### src/rtl/n101_hclkgen_seq_pkg.sv
// ---------------------------------------------------------------------------
// n101_hclkgen_seq_pkg
// Shared definitions for the HCLK PLL power-up / reconfiguration sequencer:
//   - seq_state_e : sequencer state encoding
//   - OD_RST / M_RST / N_RST : power-on values of the applied PLL settings
// ---------------------------------------------------------------------------
package n101_hclkgen_seq_pkg;

  typedef enum logic [2:0] {
    ST_OFF       = 3'd0,
    ST_RST       = 3'd1,
    ST_WAIT_LOCK = 3'd2,
    ST_RUN       = 3'd3,
    ST_HOLD      = 3'd4,
    ST_SLEEP     = 3'd5
  } seq_state_e;

  localparam logic [1:0] OD_RST = 2'b10;
  localparam logic [7:0] M_RST  = 8'h32;
  localparam logic [4:0] N_RST  = 5'h02;

endpackage

### src/rtl/n101_gnrl_sync.sv
// ---------------------------------------------------------------------------
// n101_gnrl_sync
// Two-flop synchronizer for a single asynchronous level signal.
// Ports:
//   clk   in  destination clock
//   rst_n in  asynchronous active-low reset (both flops clear to RST_VAL)
//   d     in  asynchronous input
//   q     out synchronized output, two clk cycles of latency
// ---------------------------------------------------------------------------
module n101_gnrl_sync #(
  parameter logic RST_VAL = 1'b0
) (
  input  logic clk,
  input  logic rst_n,
  input  logic d,
  output logic q
);

  logic meta;

  // First flop may go metastable; second flop gives it a full cycle to settle.
  always_ff @(posedge clk or negedge rst_n) begin
    if (!rst_n) begin
      meta <= RST_VAL;
      q    <= RST_VAL;
    end else begin
      meta <= d;
      q    <= meta;
    end
  end

endmodule

### src/rtl/n101_hclkgen_seq.sv
// ---------------------------------------------------------------------------
// n101_hclkgen_seq
// PLL power-up and reconfiguration sequencer. Drives the PLL macro pins in a
// safe order: bypass before touching the PLL, hold reset for RST_CYC cycles,
// switch the PLL in only after a synchronized lock.
//
// Build option:
//   N101_HCLKGEN_SEQ_TIMEOUT_EN : when defined, WAIT_LOCK gives up after
//   LOCK_TO cycles and raises the sticky lock_to_err. When undefined,
//   WAIT_LOCK waits forever, lock_to_err is 0 and err_clr is ignored.
//
// Ports:
//   clk, rst_n                  clock, async active-low reset
//   req_pll_RESET/ASLEEP        requested PLL reset / sleep
//   req_pllbypass               requested bypass (honoured only in RUN)
//   req_pll_OD/M/N              requested divider settings
//   hfxoscen                    reference oscillator enable
//   pll_lock                    PLL lock flag (asynchronous)
//   err_clr                     pulse clearing lock_to_err
//   pll_RESET/ASLEEP, pllbypass registered PLL pins
//   pll_OD/M/N                  applied (shadow) divider settings
//   seq_busy                    sequencer in a transitional state
//   pll_locked                  PLL in use (RUN)
//   lock_to_err                 sticky lock timeout flag
// ---------------------------------------------------------------------------
module n101_hclkgen_seq
  import n101_hclkgen_seq_pkg::*;
#(
  parameter int unsigned RST_CYC = 16,
  parameter int unsigned BYP_CYC = 4,
  parameter int unsigned LOCK_TO = 4095,
  parameter int unsigned CW      = 12
) (
  input  logic       clk,
  input  logic       rst_n,
  input  logic       req_pll_RESET,
  input  logic       req_pll_ASLEEP,
  input  logic       req_pllbypass,
  input  logic [1:0] req_pll_OD,
  input  logic [7:0] req_pll_M,
  input  logic [4:0] req_pll_N,
  input  logic       hfxoscen,
  input  logic       pll_lock,
  input  logic       err_clr,
  output logic       pll_RESET,
  output logic       pll_ASLEEP,
  output logic       pllbypass,
  output logic [1:0] pll_OD,
  output logic [7:0] pll_M,
  output logic [4:0] pll_N,
  output logic       seq_busy,
  output logic       pll_locked,
  output logic       lock_to_err
);

  localparam logic [CW-1:0] RST_LD  = CW'(RST_CYC - 1);
  localparam logic [CW-1:0] BYP_LD  = CW'(BYP_CYC - 1);
  localparam logic [CW-1:0] LOCK_LD = CW'(LOCK_TO - 1);

  seq_state_e    state;
  seq_state_e    dest;
  logic [CW-1:0] cnt;
  logic          lock_s;
  logic          abort;
  logic          shadow_diff;
  logic          start_ok;
  logic          timeout_hit;

  n101_gnrl_sync #(.RST_VAL(1'b0)) u_lock_sync (
    .clk   (clk),
    .rst_n (rst_n),
    .d     (pll_lock),
    .q     (lock_s)
  );

  // Losing the reference clock leaves nothing to sequence with, so every
  // active state drops straight to OFF; a reset request does the same where
  // the PLL is not yet (or no longer) driving the clock.
  assign abort = (state != ST_OFF) &&
                 (!hfxoscen ||
                  (req_pll_RESET && (state inside {ST_RST, ST_WAIT_LOCK, ST_SLEEP})));

  assign shadow_diff = ({req_pll_OD, req_pll_M, req_pll_N} != {pll_OD, pll_M, pll_N});
  assign start_ok    = hfxoscen && !req_pll_RESET && !req_pll_ASLEEP && !lock_to_err;

`ifdef N101_HCLKGEN_SEQ_TIMEOUT_EN
  assign timeout_hit = (state == ST_WAIT_LOCK) && !abort && !lock_s && (cnt == '0);

  // Sticky timeout flag; a timeout in the same cycle as err_clr keeps it set.
  always_ff @(posedge clk or negedge rst_n) begin
    if (!rst_n) begin
      lock_to_err <= 1'b0;
    end else if (timeout_hit) begin
      lock_to_err <= 1'b1;
    end else if (err_clr) begin
      lock_to_err <= 1'b0;
    end
  end
`else
  logic unused_err_clr;
  assign unused_err_clr = err_clr;
  assign timeout_hit    = 1'b0;
  assign lock_to_err    = 1'b0;
`endif

  // Sequencer. Pins and status are written together with the state so each
  // output reflects the state being entered, one cycle after the decision.
  // The counter reloads on state entry and otherwise saturates at zero.
  always_ff @(posedge clk or negedge rst_n) begin
    if (!rst_n) begin
      state      <= ST_OFF;
      dest       <= ST_OFF;
      cnt        <= '0;
      pll_RESET  <= 1'b1;
      pll_ASLEEP <= 1'b0;
      pllbypass  <= 1'b1;
      pll_OD     <= OD_RST;
      pll_M      <= M_RST;
      pll_N      <= N_RST;
      seq_busy   <= 1'b0;
      pll_locked <= 1'b0;
    end else begin
      if (cnt != '0) cnt <= cnt - CW'(1);
      if (abort || timeout_hit ||
          (state == ST_HOLD && cnt == '0 && dest == ST_OFF) ||
          !(state inside {ST_OFF, ST_RST, ST_WAIT_LOCK, ST_RUN, ST_HOLD, ST_SLEEP})) begin
        state      <= ST_OFF;
        cnt        <= '0;
        pll_RESET  <= 1'b1;
        pll_ASLEEP <= 1'b0;
        pllbypass  <= 1'b1;
        seq_busy   <= 1'b0;
        pll_locked <= 1'b0;
      end else begin
        case (state)
          ST_OFF, ST_SLEEP: begin
            if (start_ok) begin
              // Shadow settings are only captured when starting a fresh lock.
              state      <= ST_RST;
              cnt        <= RST_LD;
              pll_OD     <= req_pll_OD;
              pll_M      <= req_pll_M;
              pll_N      <= req_pll_N;
              pll_RESET  <= 1'b1;
              pll_ASLEEP <= 1'b0;
              pllbypass  <= 1'b1;
              seq_busy   <= 1'b1;
            end
          end
          ST_RST: begin
            if (cnt == '0) begin
              state     <= ST_WAIT_LOCK;
              cnt       <= LOCK_LD;
              pll_RESET <= 1'b0;
              pllbypass <= 1'b1;
            end
          end
          ST_WAIT_LOCK: begin
            if (lock_s) begin
              state      <= ST_RUN;
              cnt        <= '0;
              seq_busy   <= 1'b0;
              pll_locked <= 1'b1;
            end
          end
          ST_RUN: begin
            if (req_pll_RESET || !lock_s || shadow_diff || req_pll_ASLEEP) begin
              // Any reason to restart outranks a sleep request.
              state      <= ST_HOLD;
              dest       <= (req_pll_RESET || !lock_s || shadow_diff) ? ST_OFF : ST_SLEEP;
              cnt        <= BYP_LD;
              pllbypass  <= 1'b1;
              seq_busy   <= 1'b1;
              pll_locked <= 1'b0;
            end else begin
              pllbypass <= req_pllbypass;
            end
          end
          ST_HOLD: begin
            if (cnt == '0) begin
              state      <= ST_SLEEP;
              pll_ASLEEP <= 1'b1;
              pll_RESET  <= 1'b0;
              pllbypass  <= 1'b1;
              seq_busy   <= 1'b0;
            end
          end
          default: ;
        endcase
      end
    end
  end

endmodule

### config.mk
export PLATFORM = sky130hd
export DESIGN_NAME = n101_hclkgen_seq
export DESIGN_NICKNAME = d
export VERILOG_FILES = /design/src/rtl/n101_hclkgen_seq_pkg.sv /design/src/rtl/n101_gnrl_sync.sv /design/src/rtl/n101_hclkgen_seq.sv
export SDC_FILE = /design/constraint.sdc
export NUM_CORES = 1
export LEC_CHECK = 0
export CAP_MARGIN = 20
export CORE_MARGIN = 2
export CORE_UTILIZATION = 55
export CTS_CLUSTER_DIAMETER = 120
export DETAILED_ROUTE_END_ITERATION = 16
export GPL_ROUTABILITY_DRIVEN = 0
export PLACE_DENSITY = 0.84
export SYNTH_ARGS = -nofsm -noshare
export SYNTH_HDL_FRONTEND = slang
export SYNTH_SLANG_ARGS = --single-unit
### constraint.sdc
create_clock -name clk -period 3.7 [get_ports clk]
set_input_delay 0.555 -clock clk [delete_from_list [all_inputs] [get_ports clk]]
set_output_delay 0.555 -clock clk [all_outputs]
set_load 0.05 [all_outputs]
==> key figures, run 1 <==
Run status
  • Outcome: complete, no violations

Die
  • I/O Pins: 44
  • Die H: 67.3 um
  • Die footprint: 4530 um^2
  • Initial Utilization: 0.563
  • Die width: 67.3 um
  • Row count: 23
  • Area of the core: 3910 um^2

Clock tree
  • Worst-path clk slew: 0.08 ns
  • CTS root buffer: clkbuf_8
  • CTS sink count: 38
  • Clock latency on the worst-skew pair: 0.29 ns
  • H-tree depth: 2
  • Post-cts sizing count: 0
  • Hold-fix buffers at CTS: 0
  • Number of CTS-inserted buffers: 5
  • Setup Fix Bufs, Post-CTS: 0
  • CTS tree: done
  • Max Root-Sink Buffers: 2

Yosys
  • Dominant cells by area after synthesis: dfrtp_1, dfstp_2, mux2_2
  • Sequential area share after synthesis: 0.435
  • Adder-Cell Fraction of Synth Area: 0.0114
  • Syn nets: 248
  • EDFF count, synth: 0
  • Simple-gate share of the synthesized area: 0.206
  • Ys flop type: dfrtp_1
  • Synth unique cells: 55
  • Mapped Cells: 223
  • Synthesized area: 2200 um^2
  • FFs w/ async S/R, synth: 1.00
  • Yosys Warn Count: 0
  • Mean Syn Cell Area: 9.89 um^2
  • Mux share of post-synthesis cell area: 0.0812
  • Compound-cell area share of the yosys netlist: 0.150
  • Synthesized flop and latch total: 38
  • Largest family of logic cells by synthesized area: simple AND/OR/NAND/NOR gates
  • Yosys top cell area share: 0.352
  • XOR/XNOR Fraction of Synth Area: 0.0755
  • Synth area leader: dfrtp_1

Layout
  • Area Growth Syn to Fin: 23.4%
  • ANT cells: 0
  • Fillers: 318
  • Layout Nets: 289
  • Most common cell after layout, fill and taps aside: clkdlybuf4s50_1
  • Fin util: 0.695
  • Share of layout cells above drive strength 1: 0.143
  • Register area: 960 um^2
  • Most frequent cells in the layout: clkdlybuf4s50_1, dfrtp_1, nor2_1, nand2_1, a21oi_1
  • Multi-input logic area: 1160 um^2

Pwr
  • Overall Power: 2.65 mW
  • Peak supply drop: 0.500 mV
  • PwrDens: 973 nW/um^2
  • P_leak: 1.13 nW

STA
  • TNS Setup: 0 ns
  • Clk_skew: 0.00954 ns
  • Fin crit period: 2.58 ns
  • Final setup viols: 0
  • Peak Freq: 387 MHz
  • Fin crit share: 0.698
  • Unrepaired setup endpoints after global routing: no
  • Hold slack: 0.361 ns
  • Fin. max-slew vios: 0
  • Fin worst setup slack: 1.12 ns
  • Worst-margin pin slew: 0.842 ns
  • Slew Limit Headroom: 0.438
  • Final Hold Viols: 0

Global route
  • Vias in the first global route: 1,715
  • Global Route Usage Sum: 0.239
  • Antenna violations before repair: 0
  • First-pass GRT wire length: 8080 um
  • Largest net degree at the start of global routing: 39
  • Gr ovfl total: 0

Drt
  • Drt wl/cell: 15.7 um
  • Residual DRC count: 0
  • Initial DRC Count: 161
  • Drt via density: 5.86
  • Post-Route WL: 4950 um
  • Via count: 1,847
  • Antenna Nets Post-Route: 0
  • DRT Pass-1 Iters: 5

Worst setup path
  • Crit path cell chain: clkdlybuf4s50_1, nand2b_1, nor4_1, nand4_1, or3b_1, o31a_4, a211oi_1
  • Critical Path Source Type: primary input
  • Cell family with most CP delay: simple AND/OR/NAND/NOR gates
  • Crit-path max FO: 8
  • WP buf/inv: 1
  • Critical path's largest stage delay: 0.57 ns
  • CP endpoint kind: register
  • CP Class: primary input to register
  • Slowest-stage cell, CP: or3b_1
  • Worst path arrival time: 2.78 ns
  • WP data required: 3.90 ns

Place
  • Pre-CTS setup slack: 0.920 ns
  • IO buf count: 41
  • DP HPWL: 3490 um

Run
  • Max cap viols: 0

Worst hold path
  • Min-Delay Path Class: primary input to asynchronous set/reset pin
[Yosys cell counts, types with 3 or more instances]
cell      number
xnor2_1        3
buf_4          3
dfstp_2        7
nor3_1         8
a21oi_1       17
nand2_1       18
inv_1          8
dfrtp_1       31
mux2_2        15
o22ai_1        3
nor2_1        21
a211oi_1       7
o21ai_0        5
xor2_1        16
nor4_1         8
nand3_1        3
[power breakdown]
part           internal (mW)  switching [mW]
registers              0.609           0.203
clock network          0.151           0.150
logic                  0.616           0.919
[kinds of logic (layout without fill, tap and decap cells)]
kind of cell	Yosys count	count (layout)
other	1	1
AOI/OAI and AO/OA	49	49
adders and majority gates	2	2
DFF	38	38
muxes	16	16
buffers and inverters	17	59
xor gates and xnor gates	19	19
and+or+nand+nor	81	81
[sequential cells by signal (all words and copies together) (netlist names), 2 cells and up]
signal	count
pll_M	8
pll_N	5
state	3
pll_OD	2
cnt	12
[worst reg2reg max path, delay by kind of cell (launching register included)]
kind / cells / cell delay (ns)
compound gates: 4 / 0.63
simple gates: 3 / 0.62
fa+ha+maj: 2 / 0.61
flops: 1 / 0.40
buf+inv: 1 / 0.08
[path summary, 6_finish.rpt]
path	startpoint	to	slack, ns	cells after the start
max	req_pll_RESET	cnt[9]	1.12	7
min	rst_n	pll_ASLEEP	0.36	1
max reg2reg	cnt[0]	cnt[0]	1.26	10
min reg2reg	u_lock_sync.meta	u_lock_sync.q	0.38	0
max in group asynchronous	rst_n	pll_M[6]	2.80	1
min in group clk	u_lock_sync.meta	u_lock_sync.q	0.38	0
[final cells by class]
cell class              instances  share of cell area
clock buffers                   7              0.0317
well taps                      50              0.0230
multi-input cells             168               0.426
inverters                       9              0.0124
clock inverters                 1             0.00184
flip-flops and latches         38               0.353
repair buffers                 42               0.152
[through the flow]
step                cell area, um^2  std cells
floorplan                      2200        223
global placement               2630        307
detailed placement             2630        307
CTS                            2720        315
global route                   2720        315
finish                         2720        315
[routing by layer]
layer	vias up	track usage	share of wire
met5	-	0	0
met4	0	0.0842	0.013
met3	9	0.0867	0.084
met2	82	0.358	0.46
met1	862	0.318	0.44
li1	894	-	-
No activity file was read; power rests on OpenSTA's default activity.
==> run 2, diff against run 1 <==
CORE_UTILIZATION = 51   (was 55)
PLACE_DENSITY = 0.79   (was 0.84)
clock period = 2.7 ns   (was 3.7 ns; I/O delays follow)
==> key figures, run 2 (synthesis results as in run 1) <==
Layout
  • Multi-input logic area: 1160 um^2
  • Share of layout cells above drive strength 1: 0.171
  • Number of flip-flops in the largest register: 12
  • Layout Nets: 299
  • Most frequent cells in the layout: clkdlybuf4s50_1, dfrtp_1, nor2_1, nand2_1, a21oi_1
  • Fillers: 328
  • Biggest registers after layout: cnt (12), pll_M (8), pll_N (5)
  • Largest reg by FF count: cnt
  • Most common cell after layout, fill and taps aside: clkdlybuf4s50_1
  • Area Growth Syn to Fin: 27.5%
  • ANT cells: 0
  • Register area: 960 um^2
  • Post-route cell area: 2810 um^2

Run status
  • Outcome: complete, no violations

Clock tree
  • Setup Fix Bufs, Post-CTS: 0
  • H-tree depth: 2
  • Max Root-Sink Buffers: 2
  • Clock latency on the worst-skew pair: 0.29 ns
  • Number of CTS-inserted buffers: 5
  • Hold-fix buffers at CTS: 0
  • CTS root buffer: clkbuf_8
  • Post-cts sizing count: 0
  • CTS tree: done
  • Worst-path clk slew: 0.08 ns
  • CTS sink count: 38

Die
  • Area of the core: 4090 um^2
  • Row count: 23
  • Initial Utilization: 0.539
  • I/O Pins: 44
  • Die width: 69.7 um
  • Die footprint: 4860 um^2
  • Die H: 69.7 um

Pwr
  • Sw Share: 0.465
  • Psw: 1.74 mW
  • Pint: 2.00 mW
  • PwrDens: 1330 nW/um^2
  • Peak supply drop: 0.744 mV
  • Clk pwr share: 0.126
  • Proportion of power drawn by flip-flops and latches: 0.284
  • P_leak: 1.18 nW
  • Comb power frac: 0.590

Global route
  • Vias in the first global route: 1,875
  • Antenna violations before repair: 0
  • Global Route Usage Sum: 0.221
  • Largest net degree at the start of global routing: 39
  • First-pass GRT wire length: 8680 um
  • Gr ovfl total: 0

Worst setup path
  • Critical Path Source Type: register
  • CP startpoint: cnt[0]
  • Crit path depth: 10
  • Slowest-stage cell, CP: dfrtp_1
  • Critical path's largest stage delay: 0.40 ns
  • CP endpoint kind: register
  • Crit path cell chain: inv_1, ha_1, nor4b_4, nand3_1, ha_1, a21oi_1, nor2_1, a21oi_1, o22ai_1, a311oi_1
  • WP data required: 2.90 ns
  • CP Class: register to register
  • R2R depth: 10
  • WP buf/inv: 1
  • Cell family with most CP delay: compound AO/OA/AOI/OAI gates
  • Crit-path max FO: 5
  • Worst path arrival time: 2.58 ns
  • Crit path capture: cnt[0]
  • R2r startpoint: cnt[0]
  • FF-to-FF End: cnt[0]
  • Worst R2R Setup Slack: 0.31 ns

Drt
  • Drt wl/cell: 15.2 um
  • Drt via density: 5.87
  • Residual DRC count: 0
  • DRT Pass-1 Iters: 5
  • Initial DRC Count: 151
  • Antenna Nets Post-Route: 0
  • Via count: 1,907
  • Post-Route WL: 4940 um

Place
  • IO buf count: 41
  • DP HPWL: 3620 um
  • Area after DPL: 2700 um^2

Worst hold path
  • Min-Delay Path Class: primary input to asynchronous set/reset pin

STA
  • Slew Limit Headroom: 0.462
  • Peak Freq: 419 MHz
  • TNS Setup: 0 ns
  • Fin crit period: 2.39 ns
  • Clk_skew: 0.00682 ns
  • Final Hold Viols: 0
  • Worst-margin pin slew: 0.807 ns
  • Unrepaired setup endpoints after global routing: no
  • Final setup viols: 0
  • Fin. max-slew vios: 0
  • Fin crit share: 0.885

Run
  • Max cap viols: 0
-- run 2: power groups by stage --
stage / clock [mW] / combinational (mW) / sequential [mW]
2_1_floorplan: 0 / 1.14 / 1.52
3_3_place_gp: 0 / 2.16 / 1.06
3_5_place_dp: 0 / 2.19 / 1.08
4_1_cts: 0.481 / 2.21 / 1.07
5_1_grt: 0.504 / 2.40 / 1.11
6_report: 0.471 / 2.21 / 1.07
-- run 2: area by class of cell --
class                   instances  area share
multi-input cells             168       0.413
flip-flops and latches         38       0.341
repair buffers                 52       0.174
clock buffers                   7      0.0272
well taps                      50      0.0223
inverters                       9      0.0120
clock inverters                 1      0.0107
-- run 2: worst reg2reg max path: stages, from the launching register on --
cell and delay, ns:
dfrtp_1 0.40, inv_1 0.08, ha_1 0.22, nor4b_4 0.31, nand3_1 0.23, ha_1 0.37
a21oi_1 0.13, nor2_1 0.05, a21oi_1 0.13, o22ai_1 0.11, a311oi_1 0.27
-- run 2: how the worst min path moves through the flow --
stage,start,endpoint,cells past startpoint
after global placement,u_lock_sync.meta,u_lock_sync.q,0
final,rst_n,cnt[7],1
after global routing,rst_n,cnt[8],1
after floorplan,rst_n,cnt[0],0
after detailed placement,u_lock_sync.meta,u_lock_sync.q,0
after CTS,rst_n,cnt[10],1
-- run 2: layer usage --
metal | wire, um | vias to the layer above | GRT usage
met5 | 0 | - | 0
met4 | 98 | 0 | 0.0769
met3 | 448 | 12 | 0.0770
met2 | 2270 | 82 | 0.345
met1 | 2130 | 892 | 0.285
li1 | - | 921 | -
-- run 2: metrics by stage --
step / utilization / hold WS [ns] / total power [mW] / setup slack [ns] / cells
2_1_floorplan: - / 0.109 / 2.65 / 0.551 / 223
3_3_place_gp: 0.662 / 0.333 / 3.22 / 0.155 / 317
3_5_place_dp: 0.662 / 0.336 / 3.27 / 0.128 / 317
4_1_cts: 0.688 / 0.235 / 3.76 / 0.305 / 325
5_1_grt: 0.688 / 0.284 / 4.01 / 0.101 / 325
6_report: 0.688 / 0.201 / 3.75 / 0.312 / 325
